File: src/rtl/spi_stop_deser_if.sv
// Serial-in / word-out signal bundle for spi_stop_deser.
// slave = deserializer side, master = bit source and word consumer side.
interface spi_stop_deser_if #(
  parameter int WIDTH = 10
);
  logic             enable;
  logic             in;
  logic             clear;
  logic             msb_first;
  logic [WIDTH-1:0] out;
  logic             out_valid;
  logic             out_ready;
  logic             finish;
  logic             busy;
  logic             overrun;
  logic             parity_err;

  modport slave (
    input  enable, in, clear, msb_first, out_ready,
    output out, out_valid, finish, busy, overrun, parity_err
  );

  modport master (
    output enable, in, clear, msb_first, out_ready,
    input  out, out_valid, finish, busy, overrun, parity_err
  );
endinterface

File: src/rtl/spi_stop_deser.sv
// Continuous serial-to-parallel deserializer with valid/ready output, overrun and busy status.
// Optional even-parity frame bit enabled by defining STOP_DESER_PARITY_EN.
module spi_stop_deser #(
  parameter int WIDTH = 10,
  parameter int CNT_W = 6
) (
  input logic            clk,
  input logic            rst,
  spi_stop_deser_if.slave bus
);

`ifdef STOP_DESER_PARITY_EN
  localparam int FRAME = WIDTH + 1;
`else
  localparam int FRAME = WIDTH;
`endif

  typedef enum logic {EMPTY, FULL} state_t;

  state_t           state, state_nx;
  logic [WIDTH-1:0] sreg, sreg_nx, word, out_q;
  logic [CNT_W-1:0] count, cnt_nx, pos;
  logic             done, load, ovr_set;
  logic             finish_q, busy_q, overrun_q;

  // Datapath: place the current bit, advance the counter, detect frame end.
  always_comb begin
    word    = sreg;
    pos     = bus.msb_first ? (CNT_W'(WIDTH - 1) - count) : count;
    sreg_nx = sreg;
    cnt_nx  = count;
    done    = 1'b0;
    if (count < CNT_W'(WIDTH)) begin
      for (int unsigned i = 0; i < WIDTH; i++) begin
        if (CNT_W'(i) == pos) word[i] = bus.in;
      end
    end
    if (bus.clear) begin
      sreg_nx = '0;
      cnt_nx  = '0;
    end else if (bus.enable) begin
      if (count == CNT_W'(FRAME - 1)) begin
        // Shift reg restarts from zero so mixed msb_first words hold no stale bits.
        done    = 1'b1;
        cnt_nx  = '0;
        sreg_nx = '0;
      end else begin
        cnt_nx  = count + CNT_W'(1);
        sreg_nx = word;
      end
    end
  end

  always_comb begin
    state_nx = state;
    load     = 1'b0;
    ovr_set  = 1'b0;
    if (done) begin
      if (state == EMPTY || bus.out_ready) begin
        load     = 1'b1;
        state_nx = FULL;
      end else begin
        ovr_set  = 1'b1;
      end
    end else if (state == FULL && bus.out_ready) begin
      state_nx = EMPTY;
    end
  end

  always_ff @(posedge clk) begin
    if (rst) state <= EMPTY;
    else     state <= state_nx;
  end

  always_ff @(posedge clk) begin
    if (rst) begin
      sreg      <= '0;
      count     <= '0;
      out_q     <= '0;
      finish_q  <= 1'b0;
      busy_q    <= 1'b0;
      overrun_q <= 1'b0;
    end else begin
      sreg     <= sreg_nx;
      count    <= cnt_nx;
      finish_q <= done;
      busy_q   <= (cnt_nx != '0);
      if (load)    out_q     <= word;
      if (ovr_set) overrun_q <= 1'b1;
    end
  end

`ifdef STOP_DESER_PARITY_EN
  logic perr_q;

  // On the parity edge word equals the received data bits.
  always_ff @(posedge clk) begin
    if (rst)       perr_q <= 1'b0;
    else if (done) perr_q <= (^word) ^ bus.in;
  end

  assign bus.parity_err = perr_q;
`else
  assign bus.parity_err = 1'b0;
`endif

  assign bus.out       = out_q;
  assign bus.out_valid = (state == FULL);
  assign bus.finish    = finish_q;
  assign bus.busy      = busy_q;
  assign bus.overrun   = overrun_q;

endmodule

File: src/flat_wrapper.sv
// flat-port wrapper written by rule: the top's interface ports become plain ports
module spi_stop_deser_flat 
#(
  parameter int WIDTH = 10,
  parameter int CNT_W = 6
)
  (clk, rst, bus_enable, bus_in, bus_clear, bus_msb_first, bus_out_ready, bus_out, bus_out_valid, bus_finish, bus_busy, bus_overrun, bus_parity_err);
  spi_stop_deser_if #(.WIDTH(WIDTH)) bus_i ();
  input logic clk;
  input logic rst;
  input wire logic [$bits(bus_i.enable)-1:0] bus_enable;
  input wire logic [$bits(bus_i.in)-1:0] bus_in;
  input wire logic [$bits(bus_i.clear)-1:0] bus_clear;
  input wire logic [$bits(bus_i.msb_first)-1:0] bus_msb_first;
  input wire logic [$bits(bus_i.out_ready)-1:0] bus_out_ready;
  output wire logic [$bits(bus_i.out)-1:0] bus_out;
  output wire logic [$bits(bus_i.out_valid)-1:0] bus_out_valid;
  output wire logic [$bits(bus_i.finish)-1:0] bus_finish;
  output wire logic [$bits(bus_i.busy)-1:0] bus_busy;
  output wire logic [$bits(bus_i.overrun)-1:0] bus_overrun;
  output wire logic [$bits(bus_i.parity_err)-1:0] bus_parity_err;
  assign bus_i.enable = bus_enable;
  assign bus_i.in = bus_in;
  assign bus_i.clear = bus_clear;
  assign bus_i.msb_first = bus_msb_first;
  assign bus_i.out_ready = bus_out_ready;
  assign bus_out = bus_i.out;
  assign bus_out_valid = bus_i.out_valid;
  assign bus_finish = bus_i.finish;
  assign bus_busy = bus_i.busy;
  assign bus_overrun = bus_i.overrun;
  assign bus_parity_err = bus_i.parity_err;
  spi_stop_deser #(.WIDTH(WIDTH), .CNT_W(CNT_W)) u_core (.clk(clk), .rst(rst), .bus(bus_i));
endmodule
File: config.mk
export PLATFORM = sky130hd
export DESIGN_NAME = spi_stop_deser_flat
export DESIGN_NICKNAME = d
export VERILOG_FILES = /design/src/rtl/spi_stop_deser_if.sv /design/src/rtl/spi_stop_deser.sv /design/src/flat_wrapper.sv
export SDC_FILE = /design/constraint.sdc
export NUM_CORES = 1
export LEC_CHECK = 0
export ABC_AREA = 0
export BUFFER_PORTS_ARGS = -buffer_cell sky130_fd_sc_hd__buf_2
export CAP_MARGIN = 20
export CORE_MARGIN = 4
export CORE_UTILIZATION = 56
export DETAILED_ROUTE_END_ITERATION = 7
export MAX_ROUTING_LAYER = met4
export PLACE_DENSITY = 0.78
export SLEW_MARGIN = 40
export SYNTH_ARGS = -nofsm -noshare
export SYNTH_HDL_FRONTEND = slang
export SYNTH_SLANG_ARGS = --single-unit
File: constraint.sdc
create_clock -name clk -period 2.3 [get_ports clk]
set_input_delay 0.23 -clock clk [delete_from_list [all_inputs] [get_ports clk]]
set_output_delay 0.23 -clock clk [all_outputs]
set_load 0.01 [all_outputs]
# After elaboration in Yosys (flattened, before gate mapping)
# Index checks and enable logic that the tools add are counted.
word_totals:
  regBits: 30
  latchBits: 0
  ram_bits: 0
  rom_bits: 0
  out_inout_bits: 15
  n_memories: 0
classes:
  n_addsub: 2
  mul: 0
  div: 0
  order_cmp: 1
  eq_ne: 11
  shifts: 0
  n_mux: 26
  n_bitwise: 1
  reduce_logical: 7
ops:
  columns: ["operator", "count"]
  rows:
  - ["$eq A3 B6 Y1 const A", 4]
  - ["$mux W6", 4]
  - ["$mux W1", 20]
  - ["$mux W10", 2]
  - ["$eq A2 B6 Y1 const A", 2]
  - ["$eq A4 B6 Y1 const A", 2]
  - ["$add A6 B1 Y6 const B", 1]
  - ["$eq A1 B6 Y1 const A", 1]
  - ["$eq A6 B4 Y1 const B", 1]
  - ["$logic_not A6 Y1", 1]
  - ["$lt A6 B4 Y1 const B", 1]
  - ["$reduce_bool A6 Y1", 1]
  - ["$sub A4 B6 Y6 const A", 1]
  - ["$ne A2 B2 Y1 const B", 1]
  - ["$reduce_and A2 Y1", 1]
  - ["$reduce_bool A2 Y1", 1]
  - ["$reduce_or A2 Y1", 1]
  - ["$logic_and A1 B1 Y1", 1]
  - ["$logic_or A1 B1 Y1", 1]
  - ["$not A1 Y1", 1]

# Logic depth before layout (Yosys ltp)
# Gate-level depths: netlist of run 1.
logic_depth:
  word_depth: 6
  depth_mapped: 8
  mapped_depth_nobuf: 7

# Worst setup path before layout of run 1
# OpenSTA, ideal clock, no wires.
synth_path:
  kind: "register to register"
  start: "reg u_core.count[2]"
  end: "reg u_core.out_q[9] (netlist: u_core.bus.out[9])"
  setup_time_ns: 0.088
  t_arrival_ns: 1.897
  required_ns: 2.212
  setup_slack_ns: 0.314
  stages_incl_launch_ff: 8
  n_path_buf: 0
  period_less_slack_ns: 1.986
  cell_sequence: "dfxtp_1 inv_1 ha_1 and2b_1 o22ai_1 nand4b_2 or3_1 a311oi_2"
synth_via:
  elab_chain_len: 5
  word_cells_on_any_way: 11
  classes_between: "add/sub (1); order compare (1); eq/ne (2); mux (7)"
synth_rtl:
  columns: ["element", "line", "rtl"]
  rows:
  - ["from (decl)", "spi_stop_deser.sv:22", "logic [CNT_W-1:0] count, cnt_nx, pos;"]
  - ["from (signal assigned)", "spi_stop_deser.sv:85", "count <= cnt_nx;"]
  - ["$sub A4 B6 Y6 / $eq A6 B4 Y1 (equally long branches)", "spi_stop_deser.sv:29, spi_stop_deser.sv:42", null]
  - ["$mux W6 / $mux W1 (equally long branches)", "spi_stop_deser.sv:29, spi_stop_deser.sv:42", null]
  - ["$eq A4 B6 Y1 / $mux W1 (equally long branches)", "spi_stop_deser.sv:35, spi_stop_deser.sv:41", null]
  - ["$mux W1, on equally long branches", "spi_stop_deser.sv:35, spi_stop_deser.sv:38", null]
  - ["$mux W10 / $mux W1 (equally long branches)", "spi_stop_deser.sv:33, spi_stop_deser.sv:58", null]
  - ["to (signal assigned)", "spi_stop_deser.sv:88", "if (load) out_q <= word;"]
  - ["to (decl)", "spi_stop_deser.sv:21", "logic [WIDTH-1:0] sreg, sreg_nx, word, out_q;"]
# Several ways; a longest one is shown, not always the timed one.
# A chain may end at the register's enable or synchronous reset.

# Final worst setup path of run 1
layout_path:
  start: "reg u_core.count[1]"
  end: "reg u_core.out_q[9] (netlist: u_core.bus.out[9])"
# Same word-level chain as after synthesis.

==> results.cfg, run 1 <==
[run_status]
status = finished clean

[power]
power_uw = 925
p_sw_uw = 234
seqPwrFrac_pct = 56.9
clkPwrFrac_pct = 35.9
p_leak_uw = 0.000664
ir_drop_uv = 624
intPower_uw = 691
p_comb_share_pct = 7.2
sw_frac_of_total_pct = 25.3
power.density_nw_per_um2 = 541

[sta]
hold_viol_final = 0
layout_min_cycle_time_ns = 2.01
finalClockSkew_ns = 0.00638
setup_violations = 0
drv_slew = 0
finalSetupTns_ns = 0
finalCritPeriodShare_pct = 87.4
rsz0062_at_grt = false
max_freq_mhz = 498

[detailed_routing]
wl_per_cell_um = 14.5
vias = 1292
final_antenna_net_count = 0
drt_iter0_drc = 48
wl_mm = 3.27
firstDrtPassIters = 4
drc = 0
viasPerCell = 5.72

[critical_path]
r2r_setup_slack_ns = 0.29
worstPathRequired_ns = 2.55
r2r_cells = 7
arrival_ns = 2.26
cp-start-kind = register
reg2reg_to = u_core.bus.out[9]
worst_setup_path_end_kind = register
critPathKind = reg2reg
rr_startpoint = u_core.count[1]
critPathMaxFanout = 9

[floorplan]
start_util_pct = 60.6
pin_count = 22
die_w_um = 60.5
core_um2 = 2540
dieArea_um2 = 3660
die_h_um = 60.5
rows = 18

[grt]
grt_overflow = 0
grt_pass1_vias = 1209
grt_pass1_wl_mm = 5.54
antenna_found_initial = 0
groute.usage.overall_pct = 21.4
grt_max_degree = 20

[synthesis]
synth_top_cell_by_area = dfxtp_1
yosysWarnings = 0
synthArstFlopShare_pct = 0
netlist.area_leader.share_pct = 38.9
synth_edf_count = 0
synth_flop_cell = dfxtp_1
syn_inst = 174
syn_area_um2 = 1540
yosys-top-cells-area = dfxtp_1 39%, mux2i_1 6.5%, nor2_1 5.1%
syn_area_per_cell_um2 = 8.87
seq_area_frac_synth_pct = 38.9
postSynthNetCount = 184
ys_ff_latch = 30
synthDistinctLibCells = 45

[clock_tree]
cts_tree = built
cts.sinks = 30
postCtsHoldBufs = 0
clockBufferDepth = 2
cts_buffers = 5
insertion_delay_ns = 0.33
ctsRootBufferMaster = clkbuf_4
clk_pin_slew_ns = 0.10
cts_max_level = 2

[final_layout]
regArea_um2 = 602
final_nets = 205
drive_gt1_share_pct = 21.9
antenna_cells = 0
area.growth.synth_to_final_pct = 10.8
fill_cells = 222
multiInputGateArea_um2 = 846

[worst_hold_path]
min_to = u_core.count[0]
whs_path_depth = 2
hold_path.startpoint = bus_clear
hold_path_class = in2reg

[place]
gp_congestion = 0.912
place_hpwl_mm = 2.40
numPortBuffers = 20

[run]
cap_violations = 0
-- critical path, stage by stage, from the launching register on --
cell and delay, ns:
dfxtp_2 0.44, inv_1 0.07, ha_1 0.23, xnor2_1 0.19, o32ai_2 0.18, nand4b_2 0.19, or3_1 0.36, a311oi_2 0.27
-- synthesized netlist by cell type (2+ instances only) --
master / number
dfxtp_1: 30
ha_1: 3
mux2i_1: 10
a211oi_1: 7
nand3_1: 7
nor3_1: 5
and3_1: 2
o22ai_1: 3
clkbuf_1: 3
nor2_1: 21
nand2b_1: 3
nand4_1: 3
buf_4: 2
o211ai_1: 2
buf_6: 2
xor2_1: 3
o21ai_0: 7
nand2_1: 15
inv_1: 9
or3_1: 3
nor2_2: 2
o21ai_1: 3
buf_2: 2
xnor2_1: 6
-- logic make-up (layout without fill, tap and decap cells) --
group	Yosys count	after routing	synth area share, %
compound gates	34	34	17.8
xor+xnor	9	9	5.11
fa+ha+maj	3	3	2.43
buf+inv	19	41	6.24
flops	30	30	38.9
mux	10	10	6.49
other cells	1	1	0.243
simple gates	68	68	22.8
-- registers in the layout, indices dropped and copies added, names as in the netlist --
| name | cells |
|---|---|
| u_core.bus.busy | 1 |
| u_core.bus.finish | 1 |
| u_core.bus.out | 10 |
| u_core.bus.out_valid | 1 |
| u_core.bus.overrun | 1 |
| u_core.count | 6 |
| u_core.sreg | 10 |
-- cell type report --
cell class / count / share of cell area, %
sequential: 30 / 35.2
inverter: 10 / 2.20
timing repair buffer: 23 / 7.17
tap: 30 / 2.20
clock buffer: 6 / 3.00
multi-input combinational: 125 / 49.5
clock inverter: 2 / 0.732
-- through the flow --
stage | cells | util (%) | setup slack (ns) | hold WS, ns | cell area [um2]
finish | 226 | 67.2 | 0.291 | 0.128 | 1710
global route | 226 | 67.2 | 0.0630 | 0.144 | 1710
CTS | 226 | 67.1 | 0.160 | 0.120 | 1710
detailed placement | 218 | 64.6 | 0.178 | 0.441 | 1640
global placement | 218 | 64.6 | 0.303 | 0.435 | 1640
floorplan | 174 | - | 0.314 | 0.298 | 1540
-- routing by layer --
| metal | track usage (%) | share of wire, % | vias to the layer above |
|---|---|---|---|
| met2 | 32.6 | 50 | 34 |
| li1 | - | - | 651 |
| met1 | 26.7 | 41 | 601 |
| met5 | - | 0 | - |
| met3 | 5.11 | 6.7 | 6 |
| met4 | 9.91 | 1.7 | 0 |
-- timing repair --
action	in CTS	in global routing
endpoints found under the setup margin	0	4
endpoints found under the hold margin	0	0
buffers inserted	0	0
resized for setup	0	1
-- power by group through the flow --
stage	registers, uW	logic (uW)	clock network [uW]
global placement	539	64.2	0
CTS	527	67.3	340
detailed placement	539	67.1	0
global route	528	74.6	365
finish	527	66.6	332
floorplan	537	49.8	0
-- how the worst max path moves through the flow --
stage / from / to / slack, ns / depth (start not counted)
after floorplan: u_core.count[2] / u_core.bus.out[9] / 0.31 / 7
after global placement: u_core.count[1] / u_core.bus.out[9] / 0.30 / 7
after detailed placement: u_core.count[1] / u_core.sreg[3] / 0.18 / 7
after CTS: u_core.count[1] / u_core.sreg[3] / 0.16 / 7
after global routing: u_core.count[1] / u_core.sreg[3] / 0.06 / 7
final: u_core.count[1] / u_core.bus.out[9] / 0.29 / 7
-- cell usage in the layout (no fill, tap or decap), types with 6 or more instances in the layout --
cell type  count
a211oi_1       7
o21ai_0        7
nand3_1        7
buf_2         20
nand2_1       15
nor2_1        21
inv_1          9
dfxtp_1       29
mux2i_1       10
xnor2_1        6
Note: power is estimated with default switching activity, not from simulation.
==> run 2: changes to the inputs <==
--- a/config.mk
+++ b/config.mk
@@ -9,10 +9,11 @@
 export BUFFER_PORTS_ARGS = -buffer_cell sky130_fd_sc_hd__buf_2
 export CAP_MARGIN = 20
 export CORE_MARGIN = 4
-export CORE_UTILIZATION = 56
+export CORE_UTILIZATION = 58
+export CTS_BUF_LIST = sky130_fd_sc_hd__clkbuf_2
 export DETAILED_ROUTE_END_ITERATION = 7
 export MAX_ROUTING_LAYER = met4
-export PLACE_DENSITY = 0.78
+export PLACE_DENSITY = 0.81
 export SLEW_MARGIN = 40
 export SYNTH_ARGS = -nofsm -noshare
 export SYNTH_HDL_FRONTEND = slang
==> results.cfg, run 2 (synthesis results as in run 1) <==
[final_layout]
area.growth.synth_to_final_pct = 12.3
antenna_cells = 0
fin_cells = 226
final_nets = 205
finish.utilization_pct = 69.3
layout_common_cells = 30 x dfxtp_1, 21 x nor2_1, 20 x buf_2
final_common_cell = dfxtp_1
drive_gt1_share_pct = 20.9

[critical_path]
crit_buf_inv = 1
crit_family = simple AND/OR/NAND/NOR gates
critPathKind = reg2reg
rr_startpoint = u_core.count[1]
path_cells = inv_1 -> ha_1 -> nand2b_1 -> o32ai_2 -> nand4b_2 -> or3_1 -> a311oi_2
reg2reg_to = u_core.bus.out[9]
arrival_ns = 2.44
r2r_cells = 7
cp-start-kind = register
r2r_setup_slack_ns = 0.14
critPathMaxFanout = 9
slowest_stage = dfxtp_1
worstPathRequired_ns = 2.58
worst_setup_path_end_kind = register
crit_path_max_incr_delay_ns = 0.56

[power]
seqPwrFrac_pct = 49.6
p_leak_uw = 0.000680
p_comb_share_pct = 6.4
clkPwrFrac_pct = 44.0
p_sw_uw = 229
ir_drop_uv = 745
sw_frac_of_total_pct = 21.5
power.density_nw_per_um2 = 614
intPower_uw = 836

[detailed_routing]
final_antenna_net_count = 0
wl_mm = 3.22
wl_per_cell_um = 14.2
vias = 1300
drc = 0
drt_iter0_drc = 35
firstDrtPassIters = 4
viasPerCell = 5.75

[clock_tree]
insertion_delay_ns = 0.36
cts.sinks = 30
cts_buffers = 5
postCtsHoldBufs = 0
cts_tree = built
cts_max_level = 2
cts_resized = 0
cts_setup_buffers = 0
ctsRootBufferMaster = clkbuf_2
clk_pin_slew_ns = 0.15
clockBufferDepth = 2

[sta]
finalClockSkew_ns = 0.0121
finalSetupTns_ns = 0
drv_slew = 0
hold_viol_final = 0
setup_violations = 0
rsz0062_at_grt = false
finalCritPeriodShare_pct = 94.0
max_freq_mhz = 463
setup_ws_ns = 0.138
layout_min_cycle_time_ns = 2.16

[worst_hold_path]
min_to = u_core.count[0]
whs_path_depth = 2
hold_path.startpoint = bus_clear
hold_path_class = in2reg

[floorplan]
pin_count = 22
core_um2 = 2500
die_h_um = 59.6
start_util_pct = 61.7
dieArea_um2 = 3550
rows = 18
die_w_um = 59.6

[grt]
groute.usage.overall_pct = 20.6
globalRouteMet2Util_pct = 34.3
grt_pass1_wl_mm = 5.23
grt_max_degree = 20
gr-usage-met3_pct = 5.45
antenna_found_initial = 0
grt_busiest_layer = met2
use_met1_pct = 23.0
grt_overflow = 0
grt_pass1_vias = 1210

[place]
numPortBuffers = 20
placedCellCount = 218
place_hpwl_mm = 2.38
gp_congestion = 0.921
dp_slack_ns = 0.192

[run]
cap_violations = 0

[run_status]
status = finished clean
run 2: cell types whose count changed in the layout (fill, tap and decap cells not counted):
cell / previous run / this run
bufinv_16: 0 / 2
clkbuf_2: 0 / 5
clkbuf_4: 5 / 0
clkbuf_8: 1 / 0
clkinv_1: 0 / 1
clkinv_2: 1 / 0
clkinvlp_4: 1 / 0
dfxtp_1: 29 / 30
dfxtp_2: 1 / 0
run 2: layout make-up:
type / count / area [um2]
tap: 30 / 37.5
sequential: 30 / 601
multi-input combinational: 125 / 846
fill: 200 / 767
timing repair buffer: 23 / 123
clock inverter: 3 / 63.8
clock buffer: 5 / 25.0
inverter: 10 / 37.5
run 2: how the worst max path moves through the flow:
stage          slack, ns       startpoint  depth (start not counted)           endpoint
2_1_floorplan       0.31  u_core.count[2]                          7  u_core.bus.out[9]
3_3_place_gp        0.31  u_core.count[1]                          7  u_core.bus.out[9]
3_5_place_dp        0.19  u_core.count[1]                          7  u_core.bus.out[9]
4_1_cts             0.14  u_core.count[1]                          7  u_core.bus.out[9]
5_1_grt            0.007  u_core.count[1]                          7  u_core.bus.out[2]
6_report            0.14  u_core.count[1]                          7  u_core.bus.out[9]
run 2: per-layer routing:
metal,up-vias,part of all wire [%],routed length (um)
li1,653,-,-
met1,606,42,1340
met2,33,51,1630
met3,8,5.9,191
met4,0,1.7,56
met5,-,0,0
run 2: worst register-to-register path, delay by kind of cell, from the launching register on:
family	cells	cell delay [ns]
simple gates	3	0.70
flops	1	0.56
compound gates	2	0.39
fa+ha+maj	1	0.33
buf+inv	1	0.09
run 2: metrics by stage:
| stage | hold slack (ns) | area, um2 | total power, uW |
|---|---|---|---|
| final | 0.114 | 1730 | 1060 |
| after global routing | 0.100 | 1730 | 1100 |
| after CTS | 0.0978 | 1730 | 1070 |
| after detailed placement | 0.446 | 1640 | 606 |
| after global placement | 0.434 | 1640 | 603 |
| after floorplan | 0.298 | 1540 | 587 |
run 2: power groups by stage:
stage	clock, uW	sequential [uW]	combinational (uW)
2_1_floorplan	0	537	49.8
3_3_place_gp	0	539	64.2
3_5_place_dp	0	539	66.6
4_1_cts	479	528	66.9
5_1_grt	501	529	73.7
6_report	469	528	67.9
==> run 3: changes to the inputs <==
--- a/config.mk
+++ b/config.mk
@@ -14,6 +14,7 @@
 export DETAILED_ROUTE_END_ITERATION = 7
 export MAX_ROUTING_LAYER = met4
 export PLACE_DENSITY = 0.81
+export RECOVER_POWER = 25
 export SLEW_MARGIN = 40
 export SYNTH_ARGS = -nofsm -noshare
 export SYNTH_HDL_FRONTEND = slang
==> results.cfg, run 3 (synthesis results as in run 1) <==
[power]
ir_drop_uv = 745
p_comb_share_pct = 6.4
seqPwrFrac_pct = 49.6
p_sw_uw = 229
sw_frac_of_total_pct = 21.5
power.density_nw_per_um2 = 618
clkPwrFrac_pct = 44.0
p_leak_uw = 0.000640
power_uw = 1060
intPower_uw = 835

[worst_hold_path]
hold_path_class = in2reg
whs_path_depth = 2
min_to = u_core.count[0]
hold_path.startpoint = bus_clear

[critical_path]
rr_startpoint = u_core.count[1]
worstPathRequired_ns = 2.58
arrival_ns = 2.44
critPathKind = reg2reg
r2r_cells = 7
r2r_setup_slack_ns = 0.14
critPathMaxFanout = 9
worst_setup_path_end_kind = register
reg2reg_to = u_core.bus.out[9]
cp-start-kind = register

[floorplan]
start_util_pct = 61.7
pin_count = 22
dieArea_um2 = 3550
core_um2 = 2500
die_w_um = 59.6
die_h_um = 59.6
rows = 18

[grt]
grt_pass1_wl_mm = 5.23
antenna_found_initial = 0
grt_max_degree = 20
grt_overflow = 0
grt_pass1_vias = 1210
groute.usage.overall_pct = 20.6

[detailed_routing]
firstDrtPassIters = 4
final_antenna_net_count = 0
wl_mm = 3.23
viasPerCell = 5.76
wl_per_cell_um = 14.3
vias = 1302
drc = 0
drt_iter0_drc = 35

[sta]
finalCritPeriodShare_pct = 94.0
drv_slew = 0
max_freq_mhz = 463
hold_viol_final = 0
layout_min_cycle_time_ns = 2.16
rsz0062_at_grt = false
finalSetupTns_ns = 0
finalClockSkew_ns = 0.0121
setup_ws_ns = 0.138
setup_violations = 0

[place]
numPortBuffers = 20
dp_slack_ns = 0.192
place_hpwl_mm = 2.38
gp_congestion = 0.921
placed_area_um2 = 1640

[clock_tree]
ctsRootBufferMaster = clkbuf_2
clk_pin_slew_ns = 0.15
postCtsHoldBufs = 0
cts_setup_buffers = 0
cts.sinks = 30
cts_resized = 0
clockBufferDepth = 2
cts_max_level = 2
insertion_delay_ns = 0.36
cts_tree = built
cts_buffers = 5

[run]
cap_violations = 0

[final_layout]
layout_common_cells = 30 x dfxtp_1, 21 x nor2_1, 15 x nand2_1
area.growth.synth_to_final_pct = 11.6
final_common_cell = dfxtp_1
final_nets = 205
antenna_cells = 0
design_area_um2 = 1720
finish.utilization_pct = 68.9
drive_gt1_share_pct = 16.3

[run_status]
status = finished clean
## run 3: cell type report
class                           count  area (um2)
Inverter                           10        37.5
Tap cell                           30        37.5
Clock inverter                      3        63.8
Clock buffer                        5        25.0
Fill cell                         207         778
Multi-Input combinational cell    125         846
Sequential cell                    30         601
Timing Repair Buffer               23         111
## run 3: worst max path at each step
stage	start	cells past startpoint	endpoint	slack [ns]
4_1_cts	u_core.count[1]	7	u_core.bus.out[9]	0.14
5_1_grt	u_core.count[1]	7	u_core.bus.out[2]	0.007
3_3_place_gp	u_core.count[1]	7	u_core.bus.out[9]	0.31
3_5_place_dp	u_core.count[1]	7	u_core.bus.out[9]	0.19
6_report	u_core.count[1]	7	u_core.bus.out[9]	0.14
2_1_floorplan	u_core.count[2]	7	u_core.bus.out[9]	0.31
## run 3: critical path, stage by stage (launching register included)
cell,delay (ns)
dfxtp_1,0.56
inv_1,0.09
ha_1,0.33
nand2b_1,0.16
o32ai_2,0.12
nand4b_2,0.19
or3_1,0.35
a311oi_2,0.27
## run 3: power groups by stage
stage,Clock (uW),Sequential [uW],Combinational [uW]
3_5_place_dp,0,539,66.6
4_1_cts,479,528,66.9
6_report,469,528,67.6
3_3_place_gp,0,539,64.2
5_1_grt,501,529,73.4
2_1_floorplan,0,537,49.8
## run 3: stage by stage
stage,hold WS (ns),instances
2_1_floorplan,0.298,174
3_3_place_gp,0.434,218
3_5_place_dp,0.446,218
4_1_cts,0.0978,226
5_1_grt,0.100,226
6_report,0.115,226
## run 3: metal layers
metal  global-route usage [%]  up-vias  wire length, um
met3                     5.45        8              194
li1                         -      653                -
met4                     8.86        0               56
met1                     23.0      608             1340
met2                     34.3       33             1630
met5                        -        -                0
